$ cat config.mk
export PLATFORM = sky130hd
export DESIGN_NAME = adjust_repeater
export DESIGN_NICKNAME = d
export VERILOG_FILES = /design/src/rtl/adjust_pkg.sv /design/src/rtl/adjust_repeater.sv
export SDC_FILE = /design/constraint.sdc
export NUM_CORES = 1
export LEC_CHECK = 0
export CAP_MARGIN = 0
export CORE_MARGIN = 1.5
export CORE_UTILIZATION = 56
export DETAILED_ROUTE_END_ITERATION = 7
export PLACE_DENSITY = 0.77
export SLEW_MARGIN = 30
export SYNTH_ARGS = -nofsm -noshare
export SYNTH_HDL_FRONTEND = slang
export SYNTH_SLANG_ARGS = --single-unit
$ cat constraint.sdc
create_clock -name clk -period 2.1 [get_ports clk]
set_input_delay 0.21 -clock clk [delete_from_list [all_inputs] [get_ports clk]]
set_output_delay 0.21 -clock clk [all_outputs]
set_load 0.01 [all_outputs]
$ cat src/rtl/adjust_pkg.sv
// rtl/adjust_pkg.sv - shared state encoding and constants for the adjust repeater
package adjust_pkg;

    typedef enum logic [1:0] {
        IDLE   = 2'd0,
        HOLD   = 2'd1,
        REPEAT = 2'd2
    } adjust_state_t;

    localparam int ADJUST_ACCEL_AFTER = 8;

endpackage

$ cat src/rtl/adjust_repeater.sv
// rtl/adjust_repeater.sv - press strobe plus tick-timed auto-repeat for the adjust button
// ADJUST_ACCEL_EN: after ADJUST_ACCEL_AFTER repeat strobes the repeat interval halves until release.
module adjust_repeater
    import adjust_pkg::*;
#(
    parameter int HOLD_TICKS   = 500,
    parameter int REPEAT_TICKS = 100,
    parameter int CNT_W        = 10
) (
    input  logic clk,
    input  logic clear_n,
    input  logic tick,
    input  logic adjust_level,
    output logic adjust_pulse,
    output logic repeating
);

    localparam logic [CNT_W-1:0] HOLD_LAST = CNT_W'(HOLD_TICKS - 1);
    localparam logic [CNT_W-1:0] REP_LAST  = CNT_W'(REPEAT_TICKS - 1);

    adjust_state_t    state_q;
    logic [CNT_W-1:0] cnt_q;
    logic [CNT_W-1:0] cnt_inc_d;
    logic [CNT_W-1:0] rep_last_d;
    logic             adjust_pulse_q;
    logic             repeating_q;

    assign cnt_inc_d = cnt_q + CNT_W'(1);

`ifdef ADJUST_ACCEL_EN
    localparam int               FAST_TICKS = (REPEAT_TICKS / 2 < 1) ? 1 : REPEAT_TICKS / 2;
    localparam logic [CNT_W-1:0] FAST_LAST  = CNT_W'(FAST_TICKS - 1);

    // Counts strobes issued inside REPEAT; together with the entry strobe,
    // reaching 7 means ADJUST_ACCEL_AFTER repeat strobes have gone out.
    logic [2:0] strobe_cnt_q;

    assign rep_last_d = (strobe_cnt_q == 3'(ADJUST_ACCEL_AFTER - 1)) ? FAST_LAST : REP_LAST;
`else
    assign rep_last_d = REP_LAST;
`endif

    always_ff @(posedge clk or negedge clear_n) begin
        if (!clear_n) begin
            state_q        <= IDLE;
            cnt_q          <= '0;
            adjust_pulse_q <= 1'b0;
            repeating_q    <= 1'b0;
`ifdef ADJUST_ACCEL_EN
            strobe_cnt_q   <= 3'd0;
`endif
        end else begin
            adjust_pulse_q <= 1'b0;
            // Release wins over any terminal tick landing in the same cycle.
            if (!adjust_level) begin
                state_q     <= IDLE;
                cnt_q       <= '0;
                repeating_q <= 1'b0;
`ifdef ADJUST_ACCEL_EN
                strobe_cnt_q <= 3'd0;
`endif
            end else begin
                case (state_q)
                    IDLE: begin
                        state_q        <= HOLD;
                        cnt_q          <= '0;
                        adjust_pulse_q <= 1'b1;
                    end
                    HOLD: begin
                        if (tick) begin
                            if (cnt_q == HOLD_LAST) begin
                                cnt_q          <= '0;
                                state_q        <= REPEAT;
                                adjust_pulse_q <= 1'b1;
                                repeating_q    <= 1'b1;
                            end else begin
                                cnt_q <= cnt_inc_d;
                            end
                        end
                    end
                    REPEAT: begin
                        if (tick) begin
                            if (cnt_q == rep_last_d) begin
                                cnt_q          <= '0;
                                adjust_pulse_q <= 1'b1;
`ifdef ADJUST_ACCEL_EN
                                if (strobe_cnt_q != 3'd7) begin
                                    strobe_cnt_q <= strobe_cnt_q + 3'd1;
                                end
`endif
                            end else begin
                                cnt_q <= cnt_inc_d;
                            end
                        end
                    end
                    default: begin
                        state_q     <= IDLE;
                        cnt_q       <= '0;
                        repeating_q <= 1'b0;
                    end
                endcase
            end
        end
    end

    assign adjust_pulse = adjust_pulse_q;
    assign repeating    = repeating_q;

endmodule

; ---- Word level (Yosys, flattened, before mapping)
; Cells that the tools add are included.
[op_classes]
addsub = 1
eq_ne = 9
muxes = 20
n_reduce_logical = 5
[op_table]
columns = op, n
row1 = 2-to-1 mux 10 bit, 5
row2 = case mux 10 bit (2 select lines), 1
row3 = adder 10 x 1 -> 10 bit (second input constant), 1
row4 = == test 10 x 7 -> 1 bit (second input constant), 1
row5 = == test 10 x 9 -> 1 bit (second input constant), 1
row6 = inequality test 3 bit (second input constant), 3
row7 = 2-to-1 mux 1 bit, 8
row8 = 2-to-1 mux 2 bit, 3
row9 = case mux 2 bit (3 select lines), 1
row10 = AND reduction 3 bit, 2
row11 = inequality test 2 bit (second input constant), 2
row12 = case mux 1 bit (3 select lines), 1
row13 = == test 2 x 1 -> 1 bit (second input constant), 1
row14 = == test 2 bit (second input constant), 1
row15 = zero test 2 bit, 1
row16 = case mux 1 bit (2 select lines), 1
row17 = AND reduction 2 bit, 1
row18 = OR reduction 2 bit, 1
[totals]
register_bits = 14
inputBits = 4
out_inout_bits = 2
elab_cells = 39

; ---- Logic depth before layout (Yosys ltp)
; Gate-level depths: netlist of run 1.
[logic_depth]
depth_word = 5
ltp_mapped = 8
ltp_nobuf = 7

; ---- Worst setup path after synthesis of run 1
; OpenSTA, ideal clock, no wires.
[synth_timing]
path_kind = register -> register
start = register state_q[0]
end = register cnt_q[9]
setup_time_ps = 125
arrival_time_ps = 1723
t_required_ps = 1975
path_slack_ps = 252
stages_incl_launch_ff = 9
n_path_buf = 2
synth_period_minus_slack_ps = 1848
path_cell_list = dfrtp_1 inv_1 ha_1 clkbuf_1 o21ai_0 or2_2 buf_2 a41oi_1 a21oi_1
[synth_via]
elab_chain_cells = 3
word_cells_on_any_way = 7
classes_between = eq/ne: 4 / mux: 2 / reduce/logical: 1
[synth_lines]
columns = item, line_no
row1 = from (decl), adjust_repeater.sv:21  ; adjust_state_t state_q;
row2 = from (signal assigned), adjust_repeater.sv:45  ; state_q <= IDLE;
row3 = from (signal assigned), adjust_repeater.sv:56  ; state_q <= IDLE;
row4 = from (signal assigned), adjust_repeater.sv:65  ; state_q <= HOLD;
row5 = == test 2 bit / == test 2 x 1 -> 1 bit (equally long branches), adjust_repeater.sv:63  ; case (state_q)
row6 = case mux 10 bit (2 select lines) / inequality test 3 bit (equally long branches), --
row7 = 2-to-1 mux 10 bit / AND reduction 2 bit (equally long branches), --
row8 = to (signal assigned), adjust_repeater.sv:77  ; cnt_q <= cnt_inc_d;
row9 = to (signal assigned), adjust_repeater.sv:92  ; cnt_q <= cnt_inc_d;
row10 = to (decl), adjust_repeater.sv:22  ; logic [CNT_W-1:0] cnt_q;
; Several ways; a longest one is shown, not always the timed one.
; A chain may end at the register's enable or synchronous reset.

; ---- Worst setup path in the final report of run 1
[layout_timing]
start = register cnt_q[0]
end = register cnt_q[8]
[layout_via]
elab_chain_cells = 5
word_cells_on_any_way = 9
classes_between = add/sub: 1 / eq/ne: 2 / mux: 6
[layout_lines]
columns = item, line_no
row1 = "adder 10 x 1 -> 10 bit, or another cell as far along", adjust_repeater.sv:28  ; assign cnt_inc_d = cnt_q + CNT_W'(1);
row2 = 2-to-1 mux 10 bit (on tied branches), "adjust_repeater.sv:83, adjust_repeater.sv:71"
row3 = 2-to-1 mux 10 bit (on tied branches), "adjust_repeater.sv:82, adjust_repeater.sv:70"
row4 = case mux 10 bit (2 select lines) *, adjust_repeater.sv:63
row5 = 2-to-1 mux 10 bit *, adjust_repeater.sv:55  ; if (!adjust_level) begin
; Mark *: on every way between the ends. The rest lies on a longest branch, timed or not. The select of a mux whose other input is x is not followed.

==> impl_metrics.csv, run 1 <==
group,metric,value,unit
final_layout,fin_nets,111,
die,dieWidth,42.4,um
global_routing,grt_pass1_wl,2.78,mm
flow_run,drv_cap,0,
logic_synthesis,ys_seq_area_share,40.2,%
die,placementRows,14,
critical_path,cp_max_fo,10,
sta,finalSetupViolCount,0,
die,die_h,42.4,um
global_routing,grt_pass1_vias,660,
clock_tree,cts_buffers,3,
clock_tree,ctsHtreeMaxLevel,1,
clock_tree,insertion_delay,0.28,ns
logic_synthesis,synthTopCellsByArea,"dfrtp_1, ha_1, a22o_1, o21ai_0, nor2_1",
logic_synthesis,syn_nets,101,
clock_tree,cts_setup_buffers,0,
critical_path,required,2.28,ns
final_layout,syn2layout_area_growth,14.4,%
sta,min_period,1.93,ns
sta,grt_setup_unrepaired,"no",
global_routing,antenna_found_initial,0,
logic_synthesis,yosys_warnings,0,
route,wire_per_inst,14.3,um
route,drc,0,
clock_tree,root_buffer,"clkbuf_4",
route,vias_per_cell,6.00,
logic_synthesis,yosys_register_bits,14,
final_layout,fin_area,996,um2
route,wirelength,1.66,mm
placement,numPortBuffers,5,
die,fp.coreArea,1470,um2
route,via_count,696,
logic_synthesis,syn_area,871,um2
critical_path,cpPeakStageDelay,0.38,ns
placement,dpl.hpwl,1.27,mm
power_and_ir_drop,p_leak,0.456,nW
power_and_ir_drop,ir_drop,373,uV
global_routing,groute.usage.overall,20.6,%
route,drtIter0Drc,18,
route,first_pass_iters,4,
clock_tree,cts_tree,"built",
placement,gp_congestion,0.847,
logic_synthesis,synthCells,91,
logic_synthesis,syn_avg_cell_area,9.57,um2
sta,worst_slew_pin_slew,0.629,ns
global_routing,grt_overflow,0,
sta,tns,0,ns
placement,dp_cells,112,
logic_synthesis,synth_cell_types,30,
die,io_pins,6,
sta,slew-limit-headroom,58.0,%
sta,slew_viol_final,0,
critical_path,slowest_stage,"dfrtp_1",
final_layout,fin_cells,116,
critical_path,worstPathArrival,2.11,ns
logic_synthesis,netlist.area_leader.share,40.2,%
clock_tree,clock-sinks,14,
final_layout,drive_gt1_share,16.0,%
critical_path,critPathKind,"reg2reg",
hold_path,hp-class,"in2async",
global_routing,grt_max_degree,15,
final_layout,antenna_cells,0,
critical_path,start_kind,"register",
sta,fin_skew,0.000408,ns
critical_path,cp_top_family,"compound AO/OA/AOI/OAI gates",
final_layout,utilization,67.7,%
critical_path,crit_buf_inv,0,
logic_synthesis,synth_top_area_cell,"dfrtp_1",
route,drtAntennaViolNets,0,
die,start_util,59.2,%
placement,dpl_cell_area,951,um2
final_layout,nFillCells,111,
status,status,"finished, final reports clean",
sta,hold_viol,0,
sta,period_share,91.8,%
critical_path,cp-end-kind,"register",
clock_tree,ctsLongestPathBuffers,2,
die,die-area,1800,um2
critical_path,path_cells,"ha_1 > nor4b_4 > nand4_1 > a41oi_4 > o21ai_0 > a22o_1",
power_and_ir_drop,powerDensity,549,nW/um2
clock_tree,path_clk_slew,0.08,ns
sta,max_freq,519,MHz
sequential cells by signal (all words and copies together), names as in the netlist:
| signal | flops |
|---|---|
| state_q | 2 |
| adjust_pulse | 1 |
| repeating | 1 |
| cnt_q | 10 |
area by class of cell:
class,instances,area [um2],area share [%]
multi-input cells,70,502,50.4
flip-flops and latches,14,350,35.2
repair buffers,8,72.6,7.29
clock buffers,4,36.3,3.64
well taps,16,20.0,2.01
inverters,4,15.0,1.51
cell usage after synthesis, drive strengths merged:
library cell and n:
or2 1, nand2 5, nand4 3, o31ai 1
nor3b 1, nor2b 2, nor2 11, a22o 7
mux2 1, nor4b 1, o21ai 10, and4 1
clkbuf 2, a21oi 2, buf 1, mux2i 1
and3 2, a41oi 3, ha 6, o21bai 1
inv 4, a31oi 1, nand3 4, dfrtp 14
nor3 4, and2b 2
timing repair:
item,in CTS,in global routing
setup endpoints to repair,0,8
resized for setup,0,1
hold buffers,0,0
kinds of logic after synthesis:
| group | after synthesis | share of synthesized area [%] |
|---|---|---|
| simple gates | 37 | 23.9 |
| compound gates | 25 | 21.7 |
| flops | 14 | 40.2 |
| buf+inv | 7 | 3.16 |
| fa+ha+maj | 6 | 8.62 |
| mux | 2 | 2.44 |
path summary, 6_finish.rpt:
check	slack (ns)	start	depth (start not counted)	end
worst min-delay path	0.31	clear_n	1	cnt_q[6]$_DFFE_PN0P_
worst max register to register	0.17	cnt_q[0]$_DFFE_PN0P_	6	cnt_q[8]$_DFFE_PN0P_
min in group clk	0.50	repeating$_DFFE_PN0P_	2	repeating$_DFFE_PN0P_
max in group asynchronous	1.39	clear_n	1	state_q[0]$_DFFE_PN0P_
worst max-delay path	0.17	cnt_q[0]$_DFFE_PN0P_	6	cnt_q[8]$_DFFE_PN0P_
worst min register to register	0.50	repeating$_DFFE_PN0P_	2	repeating$_DFFE_PN0P_
power breakdown:
group | switching, mW | internal (mW) | total (mW) | leakage (nW)
logic | 0.0423 | 0.0309 | 0.0732 | 0.242
registers | 0.00413 | 0.275 | 0.279 | 0.193
clock network | 0.0885 | 0.106 | 0.194 | 0.0210
total | 0.135 | 0.411 | 0.546 | 0.456
per-layer routing:
metal / track usage [%] / wire [um]
met1: 28.5 / 798
met2: 31.4 / 787
met3: 2.59 / 52
met4: 10.6 / 21
met5: 0 / 0
worst reg2reg max path: stages (launching register included):
cell and delay (ns):
dfrtp_1 0.38, ha_1 0.21, nor4b_4 0.29, nand4_1 0.19, a41oi_4 0.35, o21ai_0 0.16, a22o_1 0.24
stage by stage:
stage | power (mW) | hold WS (ns) | setup WS (ns)
finish | 0.546 | 0.314 | 0.172
global route | 0.567 | 0.381 | 0.0283
CTS | 0.551 | 0.328 | 0.0454
detailed placement | 0.357 | 0.495 | 0.0637
global placement | 0.354 | 0.484 | 0.145
floorplan | 0.329 | -0.0856 | 0.252
cells in the final DEF, fill, tap and decap left out, types with 2 or more instances in the layout:
master,count
dfrtp_1,14
o21ai_0,10
nor2_1,10
a22o_1,6
ha_1,6
nand2_1,5
clkdlybuf4s50_1,5
inv_1,4
nor3_1,4
nand3_1,4
nand4_1,3
clkbuf_4,3
buf_4,3
a41oi_1,2
and3_2,2
nor2b_1,2
a21oi_1,2
(Power assumes the default switching activity.)
==> run 2: changes to the inputs <==
--- a/config.mk
+++ b/config.mk
@@ -9,6 +9,7 @@
 export CORE_MARGIN = 1.5
 export CORE_UTILIZATION = 56
 export DETAILED_ROUTE_END_ITERATION = 7
+export HOLD_SLACK_MARGIN = 0.15
 export PLACE_DENSITY = 0.77
 export SLEW_MARGIN = 30
 export SYNTH_ARGS = -nofsm -noshare
==> results of run 2 <==
No change in the layout: final DEF, timing and power equal those of run 1.
==> run 3: changes to the inputs <==
--- a/config.mk
+++ b/config.mk
@@ -6,8 +6,10 @@
 export NUM_CORES = 1
 export LEC_CHECK = 0
 export CAP_MARGIN = 0
+export CELL_PAD_IN_SITES_DETAIL_PLACEMENT = 0
+export CELL_PAD_IN_SITES_GLOBAL_PLACEMENT = 2
 export CORE_MARGIN = 1.5
-export CORE_UTILIZATION = 56
+export CORE_UTILIZATION = 36
 export DETAILED_ROUTE_END_ITERATION = 7
 export HOLD_SLACK_MARGIN = 0.15
 export PLACE_DENSITY = 0.77
==> impl_metrics.csv, run 3 (synthesis results as in run 1) <==
group,metric,value,unit
status,status,"finished, final reports clean",
final_layout,fin_nets,118,
final_layout,mostFrequentLayoutCells,"dfrtp_1, o21ai_0, nor2_1, buf_4",
sta,period_share,94.9,%
critical_path,worstPathArrival,2.16,ns
route,drc,0,
placement,dpl.hpwl,1.38,mm
placement,numPortBuffers,5,
die,start_util,38.6,%
global_routing,groute.usage.overall,17.5,%
placement,dp_slack,0.126,ns
final_layout,utilization,47.2,%
route,wirelength,2.01,mm
die,placementRows,17,
die,die_h,52.2,um
die,fp.coreArea,2250,um2
placement,gp_congestion,0.766,
power_and_ir_drop,ir_drop,332,uV
clock_tree,cts_buffers,3,
sta,setup_slack,0.107,ns
power_and_ir_drop,p_total,0.512,mW
final_layout,nFillCells,223,
sta,tns,0,ns
final_layout,antenna_cells,0,
final_layout,drive_gt1_share,21.7,%
sta,worst_slew_pin_slew,0.675,ns
critical_path,start_kind,"register",
sta,fin_skew,0.000406,ns
global_routing,grt_pass1_wl,3.40,mm
final_layout,layout_commonest_cell,"dfrtp_1",
clock_tree,cts_tree,"built",
clock_tree,insertion_delay,0.28,ns
route,via_count,742,
clock_tree,root_buffer,"clkbuf_4",
critical_path,rr_worst_depth,6,
sta,fin_hold_ws,0.337,ns
critical_path,r2r_start,"cnt_q[0]$_DFFE_PN0P_",
route,vias_per_cell,5.54,
global_routing,grt_overflow,0,
final_layout,syn2layout_area_growth,22.3,%
route,drtIter0Drc,17,
sta,slew_viol_final,0,
critical_path,critPathLaunch,"cnt_q[0]$_DFFE_PN0P_",
die,io_pins,6,
final_layout,seq_area,350,um2
sta,min_period,1.99,ns
global_routing,grt_pass1_vias,701,
power_and_ir_drop,p_leak,0.481,nW
route,first_pass_iters,4,
sta,max_freq,502,MHz
power_and_ir_drop,powerDensity,481,nW/um2
hold_path,hp-class,"in2async",
final_layout,reg_top3,"cnt_q: 10 flops, state_q: 2 flops",
global_routing,grt_max_degree,15,
route,wire_per_inst,15.0,um
clock_tree,clock-sinks,14,
critical_path,required,2.27,ns
sta,finalSetupViolCount,0,
critical_path,critPathKind,"reg2reg",
die,die-area,2720,um2
clock_tree,path_clk_slew,0.08,ns
route,drtAntennaViolNets,0,
clock_tree,ctsHtreeMaxLevel,1,
global_routing,antenna_found_initial,0,
final_layout,regMostFlops,"cnt_q",
flow_run,drv_cap,0,
clock_tree,ctsLongestPathBuffers,2,
sta,slew-limit-headroom,54.9,%
sta,hold_viol,0,
final_layout,multiInputGateArea,524,um2
final_layout,largest_reg_flops,10,
critical_path,cp-end-kind,"register",
die,dieWidth,52.2,um
critical_path,cp_max_fo,5,
clock_tree,hold_buffers,0,
[run 3: changes by cell type in the layout (fill, tap and decap cells not counted), sizes merged]
cell,before,now
a41oi,3,4
buf,3,9
clkbuf,4,3
[run 3: worst paths after layout]
check / to / slack, ns
min in group clk: repeating$_DFFE_PN0P_ / 0.52
worst max register to register: cnt_q[4]$_DFFE_PN0P_ / 0.11
worst min-delay path: repeating$_DFFE_PN0P_ / 0.34
worst max-delay path: cnt_q[4]$_DFFE_PN0P_ / 0.11
max in group asynchronous: cnt_q[1]$_DFFE_PN0P_ / 1.34
worst min register to register: repeating$_DFFE_PN0P_ / 0.52
[run 3: critical path, stage by stage (launching register included)]
cell	delay, ns
dfrtp_1	0.38
ha_1	0.21
nor4b_4	0.28
nand4_1	0.24
a41oi_4	0.37
o21ai_0	0.15
a22o_1	0.25
[run 3: cell type report]
cell class                 instances  share of cell area, %
multi-input combinational         71                   49.2
sequential                        14                   32.9
timing repair buffer              14                   11.0
tap                               28                   3.29
clock buffer                       3                   2.12
inverter                           4                   1.41
[run 3: timing repair]
item	4_1_cts	5_1_grt
endpoints found under the setup margin	0	8
endpoints found under the hold margin	0	0
gates resized for setup	0	2
setup buffers	0	3
[run 3: where the power goes]
| group | internal [mW] | switching, mW |
|---|---|---|
| sequential | 0.275 | 0.00427 |
| combinational | 0.0332 | 0.0463 |
| clock | 0.0665 | 0.0865 |
| total | 0.375 | 0.137 |
[run 3: routing by layer]
metal	track usage (%)	share of wire, %	vias to the layer above	wire length, um
li1	-	-	372	-
met1	24.1	48	354	971
met2	26.6	48	16	966
met3	5.14	3.4	0	69
met4	5.13	0	0	0
met5	0	0	-	0
[run 3: stage by stage]
stage | cell area (um2) | std cells
2_1_floorplan | 871 | 91
3_3_place_gp | 988 | 127
3_5_place_dp | 988 | 127
4_1_cts | 1010 | 130
5_1_grt | 1060 | 134
6_report | 1060 | 134
